`src/rtl/add_issue_ctrl.sv`:
```
// add_issue_ctrl: buffers operand pairs in a small FIFO and issues them one at a
// time to an en/ack adder. It captures the sum (or a timeout error) and holds it
// on a result port.
//
// Handshake semantics (in_* and res_* ports): a transfer happens on a rising
// edge where valid && ready are both 1. Once valid is raised, the source holds
// its data stable until that edge. On the result side, res_data/res_err are held
// unchanged while res_valid=1 and res_ready=0.
module add_issue_ctrl #(
  parameter int DEPTH   = 4,
  parameter int TIMEOUT = 8
) (
  input  logic                     clk,
  input  logic                     reset_n,
  input  logic                     in_valid,
  output logic                     in_ready,
  input  logic [7:0]               in_a,
  input  logic [7:0]               in_b,
  output logic                     add_en,
  output logic [7:0]               add_a,
  output logic [7:0]               add_b,
  input  logic [15:0]              add_out,
  input  logic                     add_ack,
  output logic                     res_valid,
  input  logic                     res_ready,
  output logic [15:0]              res_data,
  output logic                     res_err,
  output logic [7:0]               err_cnt,
  output logic [$clog2(DEPTH):0]   fifo_cnt
);

  localparam int         AW      = $clog2(DEPTH);
  localparam int         CW      = AW + 1;
  localparam logic [7:0] TO_LAST = 8'(TIMEOUT - 1);

  typedef enum logic [1:0] {S_IDLE, S_ISSUE, S_WAIT, S_RESP} state_t;

  // state is kept as a named enum so checkers can bind to it hierarchically
  state_t        state;
  logic [15:0]   mem [DEPTH];
  logic [AW-1:0] wr_ptr;
  logic [AW-1:0] rd_ptr;
  logic [7:0]    to_cnt;
  logic          push;
  logic          pop;
  logic [15:0]   head;

  // in_ready depends only on occupancy; no input-to-output combinational path
  assign in_ready = (fifo_cnt != CW'(DEPTH));
  assign push     = in_valid && in_ready;
  // the head is popped when idle, or on the same edge a held result is consumed
  assign pop      = (fifo_cnt != '0) &&
                    ((state == S_IDLE) || ((state == S_RESP) && res_ready));
  assign head     = mem[rd_ptr];

  // operand storage; contents need no reset because the count gates their use
  always_ff @(posedge clk) begin
    if (push) mem[wr_ptr] <= {in_a, in_b};
  end

  // FIFO pointers and occupancy; pointers wrap naturally since DEPTH is 2^AW
  always_ff @(posedge clk or negedge reset_n) begin
    if (!reset_n) begin
      wr_ptr   <= '0;
      rd_ptr   <= '0;
      fifo_cnt <= '0;
    end else begin
      if (push) wr_ptr <= wr_ptr + AW'(1);
      if (pop)  rd_ptr <= rd_ptr + AW'(1);
      case ({push, pop})
        2'b10:   fifo_cnt <= fifo_cnt + CW'(1);
        2'b01:   fifo_cnt <= fifo_cnt - CW'(1);
        default: fifo_cnt <= fifo_cnt;
      endcase
    end
  end

  // issue / wait / respond sequencer with registered outputs
  always_ff @(posedge clk or negedge reset_n) begin
    if (!reset_n) begin
      state     <= S_IDLE;
      add_en    <= 1'b0;
      add_a     <= '0;
      add_b     <= '0;
      res_valid <= 1'b0;
      res_data  <= '0;
      res_err   <= 1'b0;
      err_cnt   <= '0;
      to_cnt    <= '0;
    end else begin
      case (state)
        S_IDLE: begin
          if (pop) begin
            add_a  <= head[15:8];
            add_b  <= head[7:0];
            add_en <= 1'b1;
            state  <= S_ISSUE;
          end
        end
        S_ISSUE: begin
          add_en <= 1'b0;
          to_cnt <= '0;
          state  <= S_WAIT;
        end
        S_WAIT: begin
          // an ack on the last allowed cycle still wins over the timeout
          if (add_ack) begin
            res_data  <= add_out;
            res_err   <= 1'b0;
            res_valid <= 1'b1;
            state     <= S_RESP;
          end else if (to_cnt == TO_LAST) begin
            res_data  <= '0;
            res_err   <= 1'b1;
            res_valid <= 1'b1;
            if (err_cnt != 8'hFF) err_cnt <= err_cnt + 8'd1;
            state     <= S_RESP;
          end else begin
            to_cnt <= to_cnt + 8'd1;
          end
        end
        S_RESP: begin
          if (res_ready) begin
            res_valid <= 1'b0;
            if (pop) begin
              add_a  <= head[15:8];
              add_b  <= head[7:0];
              add_en <= 1'b1;
              state  <= S_ISSUE;
            end else begin
              state  <= S_IDLE;
            end
          end
        end
        default: state <= S_IDLE;
      endcase
    end
  end

endmodule

```
`config.mk`:
```
export PLATFORM = sky130hd
export DESIGN_NAME = add_issue_ctrl
export DESIGN_NICKNAME = d
export VERILOG_FILES = /design/src/rtl/add_issue_ctrl.sv
export SDC_FILE = /design/constraint.sdc
export NUM_CORES = 1
export LEC_CHECK = 0
export BUFFER_PORTS_ARGS = -buffer_cell sky130_fd_sc_hd__buf_2
export CAP_MARGIN = 0
export CORE_UTILIZATION = 60
export CTS_CLUSTER_DIAMETER = 60
export DETAILED_ROUTE_END_ITERATION = 10
export PLACE_DENSITY = 0.93
export RECOVER_POWER = 25
export REMOVE_ABC_BUFFERS = 1
export SYNTH_ARGS = -nofsm -noshare
export SYNTH_HDL_FRONTEND = slang
export SYNTH_SLANG_ARGS = --single-unit
```
`constraint.sdc`:
```
create_clock -name clk -period 4.62 [get_ports clk]
set_clock_uncertainty 0.1 [all_clocks]
set_input_delay 0.462 -clock clk [delete_from_list [all_inputs] [get_ports clk]]
set_output_delay 0.462 -clock clk [all_outputs]
set_load 0.005 [all_outputs]
```
; ---- Yosys cells after proc, flatten, opt, wreduce, memory -nomap -nowiden
; Memory sizes are Yosys's and may differ from the RTL's.
; Index checks and enable logic that the tools add are counted.
[word_totals]
out_inout_bits = 47
ram_bits = 64
memories = 1
elab_cells = 80
regBits = 60
input_bits = 37
[classes]
reduce_logical = 19
add_sub_neg = 6
n_mux = 28
eq_ne = 13
bitwise = 1
[memory_table]
columns = name, depth, width, rd, rd_clocked_by_memory_dff, wr, line
row1 = mem, 4, 16, 1, 0, 1, 40  ; logic [15:0] mem [DEPTH];
[op_table]
columns = cell, n
row1 = 8-bit two-way mux, 6
row2 = 8-bit case mux with 2 select lines, 3
row3 = 16-bit two-way mux, 2
row4 = 8-bit by 1-bit adder with 8-bit output (second input constant), 2
row5 = 2-bit nonzero test, 5
row6 = 1-bit two-way mux, 9
row7 = 3-bit AND reduction, 3
row8 = 8-bit by 3-bit equality test with 1-bit output (second input constant), 1
row9 = 2-bit two-way mux, 4
row10 = 2-bit != test (second input constant), 4
row11 = 8-bit != test (second input constant), 1
row12 = 2-bit case mux with 4 select lines, 1
row13 = 2-bit equality test (second input constant), 3
row14 = 3-bit != test (second input constant), 2
row15 = 3-bit case mux with 2 select lines, 1
row16 = 2-bit AND reduction, 3
row17 = 3-bit nonzero test, 2
row18 = 2-bit by 1-bit adder with 2-bit output (second input constant), 2
row19 = 2-bit by 1-bit equality test with 1-bit output (second input constant), 2
row20 = 4-bit AND reduction, 1
row21 = 3-bit by 1-bit adder with 3-bit output (second input constant), 1
row22 = 1-bit logical AND, 3
row23 = 1-bit case mux with 3 select lines, 1
row24 = 3-bit by 1-bit subtractor with 3-bit output (second input constant), 1
row25 = 4 further kinds, 4

; ---- Longest topological paths before layout
[logic_depth]
ltp_word = 7
ltp_mapped = 10
ltp_nobuf = 10

; ---- Worst setup path before layout
; OpenSTA, ideal clock, no wires.
[synth_timing]
kind = flip-flop to flip-flop
startpoint = register state[0]
endpoint = register fifo_cnt[2]
synth_period_minus_slack_ns = 2.237
setup_time_ns = 0.079
required_time_ns = 4.441
stages_incl_launch_ff = 11
setup_slack_ns = 2.383
arrival_ns = 2.058
n_path_buf = 0
path_cell_list = dfrtp_1 -> inv_1 -> ha_1 -> a21oi_1 -> nor2_1 -> ha_1 -> inv_1 -> fa_1 -> xor2_1 -> nor2_1 -> xor2_1
[synth_via]
elab_chain_len = 6
word_cells_on_any_way = 9
classes_between = eq/ne: 3 / mux: 1 / reduce/logical: 5
[synth_rtl]
columns = item, line
row1 = from (decl), 39  ; state_t state;
row2 = from (signal assigned), 81  ; state <= S_IDLE;
row3 = from (signal assigned), 97  ; state <= S_ISSUE;
row4 = from (signal assigned), 103  ; state <= S_WAIT;
row5 = 2-bit equality test, 53  ; ((state == S_IDLE) || ((state == S_RESP) && res_ready));
row6 = 1-bit logical AND, 53
row7 = 1-bit logical OR *, 53
row8 = 1-bit logical AND *, 52  ; assign pop = (fifo_cnt != '0) &&
row9 = via pop, 45  ; logic pop;
row10 = 2-bit by 1-bit equality test with 1-bit output / 2-bit equality test (equally long branches), 70  ; case ({push, pop})
row11 = 3-bit case mux with 2 select lines / 2-bit nonzero test (equally long branches), n/a
row12 = to (signal assigned), 71  ; 2'b10: fifo_cnt <= fifo_cnt + CW'(1);
row13 = to (signal assigned), 72  ; 2'b01: fifo_cnt <= fifo_cnt - CW'(1);
row14 = to (signal assigned), 73  ; default: fifo_cnt <= fifo_cnt;
row15 = to (decl), 29  ; output logic [$clog2(DEPTH):0] fifo_cnt
; The timed path passes the listed nets; every way through them passes the cells marked *.
; A chain may end at the register's enable or synchronous reset.

; ---- Worst setup path after layout
; Same ends and word-level chain as after synthesis.

==> impl_summary.log <==
INFO  metric synth_top_family_by_area = multiplexers
INFO  metric timing.setup.tns = 0 ns
INFO  metric synth.top_cell.area_share = 0.383
INFO  metric fraction_of_final_layout_cells_sized_beyond_drive_strength_1 = 0.343
INFO  metric via_count = between 3000 and 4000
INFO  metric postCtsSetupRepairBufs = 0
INFO  metric placeableCoreArea = between 7000 and 8000 µm²
INFO  metric crit_slowest_cell = dfrtp_1
INFO  metric drtAntennaViolNets = 0
INFO  metric dominantRegCellSynth = edfxtp_1
INFO  metric drt-total-wl = a little under 10000 µm
INFO  metric totalPowerFinal = around 0.0043 W
INFO  metric setup.worst_path.start = state[0]
INFO  metric timing.final.hold_violations = 0
INFO  metric max_cap_violations = 0
INFO  metric synth.area.mux_share = 0.110
INFO  metric postSynthAreaPerCell = ~16 µm²
INFO  metric yosys.area_share.adder = 0.0364
INFO  metric global_route.usage.total = 0.254
INFO  metric synth_cell_types = 40
INFO  metric average_via_count_per_standard_cell = approximately 5.8
INFO  metric commonest_non_fill_non_tap_cell_in_the_layout = buf_2
INFO  metric period_minus_slack = between 2 and 3 ns
INFO  metric layout.cell_area.non_filler = between 6000 and 7000 µm²
INFO  metric reg2reg_from = state[0]
INFO  metric critical_path_endpoint_category = flip-flop
INFO  metric postSynth.asyncResetShare = 0.484
INFO  metric worst-endpoint-arrival = 2.91 ns
INFO  metric std_cell_rows = 32
INFO  metric synthTopCellsByArea = edfxtp_1 38%, dfrtp_1 30%, mux4_2 7.2%, mux2_2 3.8%, ha_1 3.2%
INFO  metric final_slew_violations = 0
INFO  metric peakVddDrop = between 0.4 and 0.5 mV
INFO  metric io_pins = 84
INFO  metric most-common-layout-cells = 67 x buf_2, 64 x edfxtp_1, 60 x dfrtp_1
INFO  metric critical_path.reg2reg.endpoint = fifo_cnt[2]
INFO  metric io_buffer_count = between 80 and 90
INFO  metric reg2reg_setup_slack = roughly 2.0 ns
INFO  metric criticalPathCategory = reg2reg
INFO  metric min_path_type = in2async
INFO  metric clk_root_buffer_cell = clkbuf_8
INFO  metric route.detailed.drc = 0
INFO  metric num_antenna_cells = 0
INFO  metric place.detailed.hpwl = between 6000 and 7000 µm
INFO  metric placedInstanceArea = between 5000 and 6000 µm²
INFO  metric cts_made_buffers = 17
INFO  metric setup_viol = 0
INFO  metric dieArea = just under 9000 µm²
INFO  metric grt_antenna_before_repair = 0
INFO  metric count_of_yosys_warnings_during_synthesis = 0
INFO  metric crit_path_cell_trace = inv_1, ha_1, a21oi_1, nor2_1, ha_1, inv_1, fa_1, xor2_1, nor2_1, xor2_1
INFO  metric die-height = slightly above 90 µm
INFO  metric clock-sinks = around 120
INFO  metric post_drt_wl_per_cell = between 15 and 20 µm
INFO  metric rsz0062_at_grt = no
INFO  metric cts_tree = done
INFO  metric reg2reg_depth = 10
INFO  metric num-nets-final = 455
INFO  metric run_status = finished clean
INFO  metric period_share = 0.559
INFO  metric slowest_delay = approximately 0.42 ns
INFO  metric crit_path_max_fanout = 5
INFO  metric worst_setup_path_endpoint = fifo_cnt[2]
INFO  metric ys_seq_area_frac = 0.682
INFO  metric stdcell_count = roughly 520
INFO  metric p_per_area = around 700 nW/µm²
INFO  metric synthesis.instances = approximately 300
INFO  metric floorplan.initialDensity = 0.633
INFO  metric first_iter_violations = approximately 220
INFO  metric globalplace.congestion = between 0.7 and 0.8
INFO  metric timing.fmax = between 300 and 400 MHz
INFO  metric clk_transition_reported_paths = around 0.060 ns
INFO  metric first_global_vias = approximately 3200
INFO  metric synth_top_cell_by_area = edfxtp_1
INFO  metric grt_overflow_total = 0
INFO  metric synthToLayoutAreaGrowth = 22.0%
INFO  metric crit_path_start_kind = flip-flop
INFO  metric worst_skew_pair.late_latency = about 0.5 ns
INFO  metric cellLeakagePower = around 2.6 nW
INFO  metric grt_first_pass_wirelength = roughly 16000 µm
INFO  metric tightest_slew = ~1.2 ns
INFO  metric synth-simple-area-share = 0.0571
INFO  metric clock_tree.htree_level_count = 4
INFO  metric cp_data_required_time = 4.95 ns
INFO  metric clock_path_buffers = 2
INFO  metric drt-pass1-iter-count = 5
INFO  metric die_width = between 90 and 100 µm
INFO  metric cts_hold_buffers = 0
INFO  metric grt_max_degree = just over 60
INFO  metric synth.cell_area = ~5000 µm²
INFO  metric dpl.cell_count = about 500
INFO  metric synth_edf_count = 64
INFO  metric relSlewSlack = 0.163
INFO  metric compound_gate_fraction_of_synth_area = 0.0750
INFO  metric postCtsResizedCells = 0
INFO  metric yosys.area_share.xor_xnor = 0.0227
INFO  metric synth.ff_latch_count = 124
==> critical path: cells and delay by family (launching register included) <==
kind / cells / cell delay, ns
flops: 1 / 0.42
compound gates: 1 / 0.07
xor+xnor: 2 / 0.32
simple gates: 2 / 0.46
fa+ha+maj: 3 / 0.90
buf+inv: 2 / 0.23
==> logic make-up after synthesis <==
kind of cell,count (synthesis)
buf+inv,21
compound gates,52
fa+ha+maj,14
flops,124
simple gates,52
xor+xnor,13
mux,33
==> Yosys cell counts, types with 4 or more instances <==
master and number:
ha_1 13, o21ai_0 13, a21oi_1 10, mux4_2 16, buf_2 5, a22o_1 16, edfxtp_1 64, dfrtp_1 60
nor2_1 11, mux2_2 17, xnor2_1 4, xor2_1 9, inv_1 12, nand2_1 10, nand3_1 7, clkbuf_1 4
and3_1 4
==> cell type report <==
class,count,area (µm²)
clock inverters,13,173
flip-flops and latches,124,3420
clock buffers,19,432
well taps,102,128
fillers,464,1810
multi-input cells,164,1510
repair buffers,85,410
inverters,12,45.0
==> power by group <==
group | internal (W) | switching, W | total [W]
clock | 0.000883 | 0.000456 | 0.00134
combinational | 0.000618 | 0.000591 | 0.00121
sequential | 0.00150 | 0.000241 | 0.00175
total | 0.00300 | 0.00129 | 0.00429
==> per-stage QoR <==
stage / setup WS (ns) / hold WS, ns / utilization
6_report: 2.04 / 0.0199 / 0.772
5_1_grt: 1.84 / 0.0654 / 0.772
3_5_place_dp: 2.04 / 0.380 / 0.699
3_3_place_gp: 2.29 / 0.378 / 0.699
4_1_cts: 2.04 / 0.0317 / 0.775
2_1_floorplan: 2.38 / 0.0664 / -
==> worst min-delay path by stage <==
| stage | slack, ns | to | from | cells after the start |
|---|---|---|---|---|
| 4_1_cts | 0.03 | add_a[5] | reset_n | 2 |
| 3_5_place_dp | 0.38 | res_data[8] | res_data[8] | 1 |
| 3_3_place_gp | 0.38 | res_data[10] | res_data[10] | 1 |
| 2_1_floorplan | 0.07 | add_a[0] | reset_n | 0 |
| 6_report | 0.02 | add_a[5] | reset_n | 2 |
| 5_1_grt | 0.07 | res_data[4] | add_out[4] | 2 |
==> flip-flops by register name, indices dropped and copies added, names as in the netlist <==
| name | count |
|---|---|
| state | 2 |
| res_valid | 1 |
| to_cnt | 8 |
| wr_ptr | 2 |
| fifo_cnt | 3 |
| err_cnt | 8 |
| add_a | 8 |
| res_err | 1 |
| rd_ptr | 2 |
| add_en | 1 |
| res_data | 16 |
| add_b | 8 |
| mem | 64 |
==> routing by layer <==
layer | up-vias | GRT usage | wire (µm)
met5 | - | 0 | 0
met3 | 16 | 0.0610 | 490
li1 | 1364 | - | -
met2 | 117 | 0.412 | 5290
met4 | 0 | 0.133 | 156
met1 | 1528 | 0.318 | 3980
(Power assumes the default switching activity.)
